`src/rtl/hazard_fwd_unit_pkg.sv`:
```
// Shared definitions for the hazard/forwarding unit: operand-select encoding and
// the per-stage tracking record.
package hazard_fwd_unit_pkg;

    localparam logic [1:0] FWD_RF  = 2'd0;
    localparam logic [1:0] FWD_ALU = 2'd1;
    localparam logic [1:0] FWD_DM  = 2'd2;
    localparam logic [1:0] FWD_WB  = 2'd3;

    // Tracked destination addresses are stored zero-extended to this width.
    localparam int TRK_AW = 8;

    typedef struct packed {
        logic              valid;
        logic [TRK_AW-1:0] rd;
        logic              we;
        logic              is_load;
    } stage_t;

    function automatic logic stage_match(input stage_t s, input logic [TRK_AW-1:0] src,
                                         input logic used, input logic r0_zero);
        return s.valid & s.we & used & (s.rd == src) & ~(r0_zero & (src == '0));
    endfunction

endpackage

```
`src/rtl/hazard_fwd_unit_fwd_mux.sv`:
```
// Per-operand forwarding select: youngest writer wins (ALU > DM > WB), else RF.
module fwd_mux
    import hazard_fwd_unit_pkg::*;
#(
    parameter int XLEN   = 32,
    parameter int FWD_EN = 1
) (
    input  logic            i_hit_alu,
    input  logic            i_hit_dm,
    input  logic            i_hit_wb,
    input  logic [XLEN-1:0] i_rf,
    input  logic [XLEN-1:0] i_alu,
    input  logic [XLEN-1:0] i_dm,
    input  logic [XLEN-1:0] i_wb,
    output logic [1:0]      o_sel,
    output logic [XLEN-1:0] o_data
);

    logic [1:0] w_sel;

    always_comb begin
        w_sel = FWD_RF;
        if (FWD_EN != 0) begin
            if (i_hit_alu)     w_sel = FWD_ALU;
            else if (i_hit_dm) w_sel = FWD_DM;
            else if (i_hit_wb) w_sel = FWD_WB;
        end
    end

    always_comb begin
        case (w_sel)
            FWD_ALU: o_data = i_alu;
            FWD_DM:  o_data = i_dm;
            FWD_WB:  o_data = i_wb;
            default: o_data = i_rf;
        endcase
    end

    assign o_sel = w_sel;

endmodule

```
`src/rtl/hazard_fwd_unit.sv`:
```
// Data-hazard detection and operand forwarding for a 5-stage pipeline; tracks
// the ALU/DM/WB destinations and raises stall/bubble/flush combinationally.
module hazard_fwd_unit
    import hazard_fwd_unit_pkg::*;
#(
    parameter int XLEN    = 32,
    parameter int REG_AW  = 5,
    parameter int FWD_EN  = 1,
    parameter int R0_ZERO = 1
) (
    input  logic              clk,
    input  logic              reset,
    input  logic              i_id_valid,
    input  logic              i_id_rs1_used,
    input  logic              i_id_rs2_used,
    input  logic [REG_AW-1:0] i_id_rs1,
    input  logic [REG_AW-1:0] i_id_rs2,
    input  logic [REG_AW-1:0] i_id_rd,
    input  logic              i_id_we,
    input  logic              i_id_is_load,
    input  logic              i_br_taken,
    input  logic [XLEN-1:0]   i_rf_rd1,
    input  logic [XLEN-1:0]   i_rf_rd2,
    input  logic [XLEN-1:0]   i_ex_result,
    input  logic [XLEN-1:0]   i_mem_result,
    input  logic [XLEN-1:0]   i_wb_result,
    output logic [XLEN-1:0]   o_opa,
    output logic [XLEN-1:0]   o_opb,
    output logic [1:0]        o_fwd_a_sel,
    output logic [1:0]        o_fwd_b_sel,
    output logic              o_stall,
    output logic              o_bubble,
    output logic              o_flush_if,
    output logic [31:0]       o_stall_cnt
);

    localparam logic R0_HARD = (R0_ZERO != 0);

    stage_t            r_alu, r_dm, r_wb;
    logic [31:0]       r_stall_cnt;
    stage_t            w_alu_nxt;
    logic [TRK_AW-1:0] w_rs1, w_rs2;
    logic              w_a_alu, w_a_dm, w_a_wb;
    logic              w_b_alu, w_b_dm, w_b_wb;
    logic              w_load_use, w_any_hit, w_stall;

    // Matches are masked during reset so stale tracking state never forwards.
    always_comb begin
        w_rs1   = TRK_AW'(i_id_rs1);
        w_rs2   = TRK_AW'(i_id_rs2);
        w_a_alu = ~reset & stage_match(r_alu, w_rs1, i_id_rs1_used, R0_HARD);
        w_a_dm  = ~reset & stage_match(r_dm,  w_rs1, i_id_rs1_used, R0_HARD);
        w_a_wb  = ~reset & stage_match(r_wb,  w_rs1, i_id_rs1_used, R0_HARD);
        w_b_alu = ~reset & stage_match(r_alu, w_rs2, i_id_rs2_used, R0_HARD);
        w_b_dm  = ~reset & stage_match(r_dm,  w_rs2, i_id_rs2_used, R0_HARD);
        w_b_wb  = ~reset & stage_match(r_wb,  w_rs2, i_id_rs2_used, R0_HARD);

        w_load_use = r_alu.is_load & (w_a_alu | w_b_alu);
        w_any_hit  = w_a_alu | w_a_dm | w_a_wb | w_b_alu | w_b_dm | w_b_wb;
        w_stall    = i_id_valid & ((FWD_EN != 0) ? w_load_use : w_any_hit);

        w_alu_nxt.valid   = i_id_valid & ~w_stall;
        w_alu_nxt.rd      = TRK_AW'(i_id_rd);
        w_alu_nxt.we      = i_id_we;
        w_alu_nxt.is_load = i_id_is_load;
    end

    always_ff @(posedge clk) begin
        if (reset) begin
            r_alu       <= '0;
            r_dm        <= '0;
            r_wb        <= '0;
            r_stall_cnt <= '0;
        end else begin
            r_alu <= w_alu_nxt;
            r_dm  <= r_alu;
            r_wb  <= r_dm;
            if (w_stall && (r_stall_cnt != 32'hFFFF_FFFF))
                r_stall_cnt <= r_stall_cnt + 32'd1;
        end
    end

    fwd_mux #(.XLEN(XLEN), .FWD_EN(FWD_EN)) u_mux_a (
        .i_hit_alu (w_a_alu),
        .i_hit_dm  (w_a_dm),
        .i_hit_wb  (w_a_wb),
        .i_rf      (i_rf_rd1),
        .i_alu     (i_ex_result),
        .i_dm      (i_mem_result),
        .i_wb      (i_wb_result),
        .o_sel     (o_fwd_a_sel),
        .o_data    (o_opa)
    );

    fwd_mux #(.XLEN(XLEN), .FWD_EN(FWD_EN)) u_mux_b (
        .i_hit_alu (w_b_alu),
        .i_hit_dm  (w_b_dm),
        .i_hit_wb  (w_b_wb),
        .i_rf      (i_rf_rd2),
        .i_alu     (i_ex_result),
        .i_dm      (i_mem_result),
        .i_wb      (i_wb_result),
        .o_sel     (o_fwd_b_sel),
        .o_data    (o_opb)
    );

    assign o_stall     = w_stall;
    assign o_bubble    = w_stall;
    assign o_flush_if  = i_br_taken & i_id_valid & ~w_stall & ~reset;
    assign o_stall_cnt = r_stall_cnt;

endmodule

```
`config.mk`:
```
export PLATFORM = sky130hd
export DESIGN_NAME = hazard_fwd_unit
export DESIGN_NICKNAME = d
export VERILOG_FILES = /design/src/rtl/hazard_fwd_unit_pkg.sv /design/src/rtl/hazard_fwd_unit_fwd_mux.sv /design/src/rtl/hazard_fwd_unit.sv
export SDC_FILE = /design/constraint.sdc
export NUM_CORES = 1
export LEC_CHECK = 0
export CAP_MARGIN = 20
export CORE_UTILIZATION = 37
export DETAILED_ROUTE_END_ITERATION = 8
export PLACE_DENSITY = 0.82
export SYNTH_ARGS = -nofsm -noshare
export SYNTH_HDL_FRONTEND = slang
export SYNTH_SLANG_ARGS = --single-unit
```
`constraint.sdc`:
```
create_clock -name clk -period 3.4 [get_ports clk]
set_input_delay 0.68 -clock clk [delete_from_list [all_inputs] [get_ports clk]]
set_output_delay 0.68 -clock clk [all_outputs]
set_load 0.01 [all_outputs]
```
==> impl_metrics.prom <==
# TYPE chip_impl_metric gauge
chip_impl_info{name="status",value="finished, violations left"} 1
chip_impl_info{name="failed_checks",value="DRC, setup timing"} 1
chip_impl_metric{name="tritoncts.num_buffers",unit=""} 5
chip_impl_metric{name="grt.overflow.total",unit=""} 0
chip_impl_metric{name="clock_skew",unit="ns"} 0.00569
chip_impl_metric{name="hold-worst-slack",unit="ns"} 0.459
chip_impl_info{name="critPathCaptureType",value="primary output"} 1
chip_impl_metric{name="ys_seq_area_share",unit="%"} 24.3
chip_impl_metric{name="starting_density",unit="%"} 38.4
chip_impl_metric{name="htree_levels",unit=""} 2
chip_impl_metric{name="worst-endpoint-arrival",unit="ns"} 2.74
chip_impl_metric{name="utilization",unit="%"} 73.7
chip_impl_metric{name="drtPass1Iterations",unit=""} 9
chip_impl_metric{name="cts.clk_slew.worst_paths",unit="ns"} 0.07
chip_impl_metric{name="drt-wirelength-per-cell",unit="um"} 22.3
chip_impl_metric{name="drt_drc_violations_left",unit=""} 20
chip_impl_metric{name="worst_skew_pair.late_latency",unit="ns"} 0.29
chip_impl_metric{name="ctsLongestPathBuffers",unit=""} 2
chip_impl_metric{name="peakVddDrop",unit="mV"} 0.305
chip_impl_metric{name="p_leak",unit="nW"} 3.36
chip_impl_metric{name="total_power",unit="mW"} 1.67
chip_impl_metric{name="first_global_vias",unit=""} 6262
chip_impl_metric{name="net_count_after_synthesis",unit=""} 769
chip_impl_metric{name="layout-drive-gt1-share",unit="%"} 28.1
chip_impl_metric{name="drt_wl_total",unit="um"} 23500
chip_impl_metric{name="postSynthCellCount",unit=""} 585
chip_impl_metric{name="fin_crit_sh",unit="%"} 101
chip_impl_metric{name="die_h",unit="um"} 112
chip_impl_metric{name="top_level_ports",unit=""} 286
chip_impl_metric{name="synth_enable_flop_cells",unit=""} 0
chip_impl_metric{name="route.antenna.remaining_nets",unit=""} 0
chip_impl_metric{name="antenna_found_initial",unit=""} 2
chip_impl_info{name="rsz0062_at_grt",value="true"} 1
chip_impl_metric{name="finalCriticalPeriod",unit="ns"} 3.42
chip_impl_metric{name="maxSlewHeadroom",unit="%"} 60.4
chip_impl_metric{name="grt_use_total",unit="%"} 36.1
chip_impl_metric{name="via_count",unit=""} 6327
chip_impl_metric{name="route.detailed.vias_per_inst",unit=""} 6.01
chip_impl_metric{name="hpwl",unit="um"} 17300
chip_impl_metric{name="critical_path_required",unit="ns"} 2.72
chip_impl_metric{name="layout.nets",unit=""} 1092
chip_impl_metric{name="post_synth_instance_area",unit="um^2"} 4450
chip_impl_metric{name="synthArstFlopShare",unit="%"} 0
chip_impl_metric{name="layoutNonFillerInstCount",unit=""} 1053
chip_impl_info{name="min-delay-path-class",value="flop to flop"} 1
chip_impl_metric{name="pin_count_of_the_biggest_net_entering_global_routing",unit=""} 63
chip_impl_metric{name="grt_first_pass_wirelength",unit="um"} 35200
chip_impl_info{name="critical_path.startpoint_type",value="input pin"} 1
chip_impl_metric{name="total_power_density_per_cell_area",unit="nW/um^2"} 196
chip_impl_metric{name="cts_hold_buf",unit=""} 0
chip_impl_metric{name="placement_rows",unit=""} 39
chip_impl_metric{name="dieArea",unit="um^2"} 12500
chip_impl_metric{name="synth_warnings",unit=""} 0
chip_impl_metric{name="placed_area",unit="um^2"} 7800
chip_impl_metric{name="gpl.final_weighted_congestion",unit=""} 0.961
chip_impl_metric{name="placedCellCount",unit=""} 1022
chip_impl_metric{name="yosysUniqueCellTypes",unit=""} 51
chip_impl_metric{name="final_cell_area",unit="um^2"} 8520
chip_impl_metric{name="finalSetupViolCount",unit=""} 1
chip_impl_metric{name="max_cap_violations",unit=""} 0
chip_impl_metric{name="max_freq",unit="GHz"} 0.292
chip_impl_metric{name="portBuffers",unit=""} 285
chip_impl_metric{name="worst_slew_pin_slew",unit="ns"} 0.594
chip_impl_info{name="setup.worst_path.class",value="input pin to primary output"} 1
chip_impl_info{name="clk_tree_root_cell",value="clkbuf_16"} 1
chip_impl_metric{name="area_growth",unit="%"} 91.6
chip_impl_metric{name="hold_viol",unit=""} 0
chip_impl_metric{name="die_width",unit="um"} 112
chip_impl_metric{name="core",unit="um^2"} 11600
chip_impl_metric{name="ys_ff_latch",unit=""} 54
chip_impl_metric{name="critical_path.max_fanout",unit=""} 7
chip_impl_metric{name="timing_max_transition_violations_final",unit=""} 0
chip_impl_metric{name="postLayoutSetupSlackWorst",unit="ns"} -0.0197
chip_impl_info{name="cts_tree",value="done"} 1
chip_impl_info{name="synth_flop_cell",value="dfxtp_1"} 1
chip_impl_metric{name="dr.first_iter.drc_count",unit=""} 615
chip_impl_metric{name="cts_sinks",unit=""} 54
chip_impl_metric{name="syn_area_per_cell",unit="um^2"} 7.60
## routing by layer
| metal | vias to the layer above | GRT usage [%] | wire (um) |
|---|---|---|---|
| met2 | 375 | 63.7 | 11600 |
| met4 | 2 | 17.2 | 1220 |
| met5 | - | 0 | 18 |
| li1 | 2855 | - | - |
| met3 | 93 | 5.72 | 1940 |
| met1 | 3002 | 42.7 | 8780 |
## state kept, by name, indices dropped and copies added (netlist names)
| signal | flops |
|---|---|
| r_alu | 8 |
| r_dm | 7 |
| r_wb | 7 |
| o_stall_cnt | 32 |
## worst max-delay path: stages
cell and delay, ns:
clkdlybuf4s15_2 0.22, xnor2_1 0.17, nand4_1 0.17, or4_4 0.57, and2_4 0.19, bufbuf_16 0.28
a211oi_4 0.27, buf_2 0.18
## what timing repair did
action | in CTS | in global routing
buffers inserted | 11 | 8
gates resized for setup | 352 | 72
pin swaps | 20 | 24
cloned | 5 | 1
endpoints found under the setup margin | 71 | 57
## placed cells by master, fill, tap and decap left out, drive strengths merged, types with 2 or more instances in the layout
cell type	netlist	routed
clkdlybuf4s50	0	201
buf	22	139
a21oi	56	56
dfxtp	54	54
nor2	49	49
o22ai	48	48
mux2i	41	41
a211oi	34	34
nor3	33	33
nor2b	27	27
xnor2	27	27
o21ai	26	26
clkbuf	31	21
nand4	18	18
or3	17	17
nand3	12	12
nand2	11	11
or4	9	9
a21o	8	8
and3	8	8
inv	7	7
clkdlybuf4s15	0	7
xor2	6	6
nor4	6	6
and2	5	5
dlygate4sd2	0	4
mux2	4	4
and4	3	3
a31o	3	3
o31ai	3	3
nand2b	3	3
o211ai	2	2
o2111ai	2	2
o21ba	2	2
## cells in the mapped netlist, types with 3 or more instances
library cell | count | area, um^2
dfxtp_1 | 54 | 1080
and2_1 | 5 | 31.3
o21ai_0 | 18 | 90.1
inv_1 | 7 | 26.3
xor2_1 | 6 | 52.6
nand4_1 | 18 | 113
nor3_1 | 33 | 165
nor2b_1 | 25 | 156
buf_6 | 4 | 45.0
o22ai_1 | 48 | 300
or4_1 | 8 | 60.1
nand2_1 | 11 | 41.3
a21o_1 | 8 | 60.1
and4_1 | 3 | 26.3
nand3_1 | 12 | 60.1
or3_1 | 17 | 106
clkbuf_1 | 31 | 116
mux2i_1 | 41 | 410
a31o_1 | 3 | 26.3
nand2b_1 | 3 | 18.8
o21ai_1 | 6 | 30.0
nor2_1 | 49 | 184
xnor2_1 | 27 | 236
buf_2 | 15 | 75.1
and3_1 | 7 | 43.8
o31ai_1 | 3 | 22.5
a211oi_1 | 33 | 248
nor4_1 | 4 | 25.0
mux2_4 | 3 | 45.0
a21oi_1 | 56 | 280
## through the flow
| step | setup slack (ns) | setup TNS [ns] |
|---|---|---|
| 2_1_floorplan | 0.248 | 0 |
| 3_3_place_gp | -0.861 | -46.53 |
| 3_5_place_dp | -0.857 | -47.79 |
| 4_1_cts | -0.0661 | -0.132 |
| 5_1_grt | -0.0408 | -0.360 |
| 6_report | -0.0197 | -0.0197 |
## where the power goes
group	switching, mW	internal (mW)	total (mW)
Combinational	0.202	0.305	0.507
Clock	0.218	0.292	0.509
Sequential	0.0120	0.643	0.655
## logic make-up after synthesis
| logic type | share of synthesized area [%] |
|---|---|
| mux | 10.5 |
| simple gates | 25.4 |
| fa+ha+maj | 0.281 |
| buf+inv | 6.33 |
| flops | 24.3 |
| compound gates | 26.7 |
| xor+xnor | 6.50 |
## worst paths after layout
path | from | end | slack [ns] | cells past startpoint
worst max register to register | r_alu[4] | o_stall_cnt[18] | 0.67 | 13
worst min-delay path | r_alu[1] | r_dm[1] | 0.46 | 1
worst min register to register | r_alu[1] | r_dm[1] | 0.46 | 1
worst max-delay path | i_id_rs1[4] | o_opa[21] | -0.02 | 8
## area by class of cell
cell class	instances	area, um^2
fillers	867	3050
inverters	7	26.3
clock inverters	2	12.5
clock buffers	6	139
flip-flops and latches	54	1080
multi-input cells	471	3580
repair buffers	369	3500
well taps	143	179
diodes	1	2.50
Note: power is estimated with default switching activity, not from simulation.
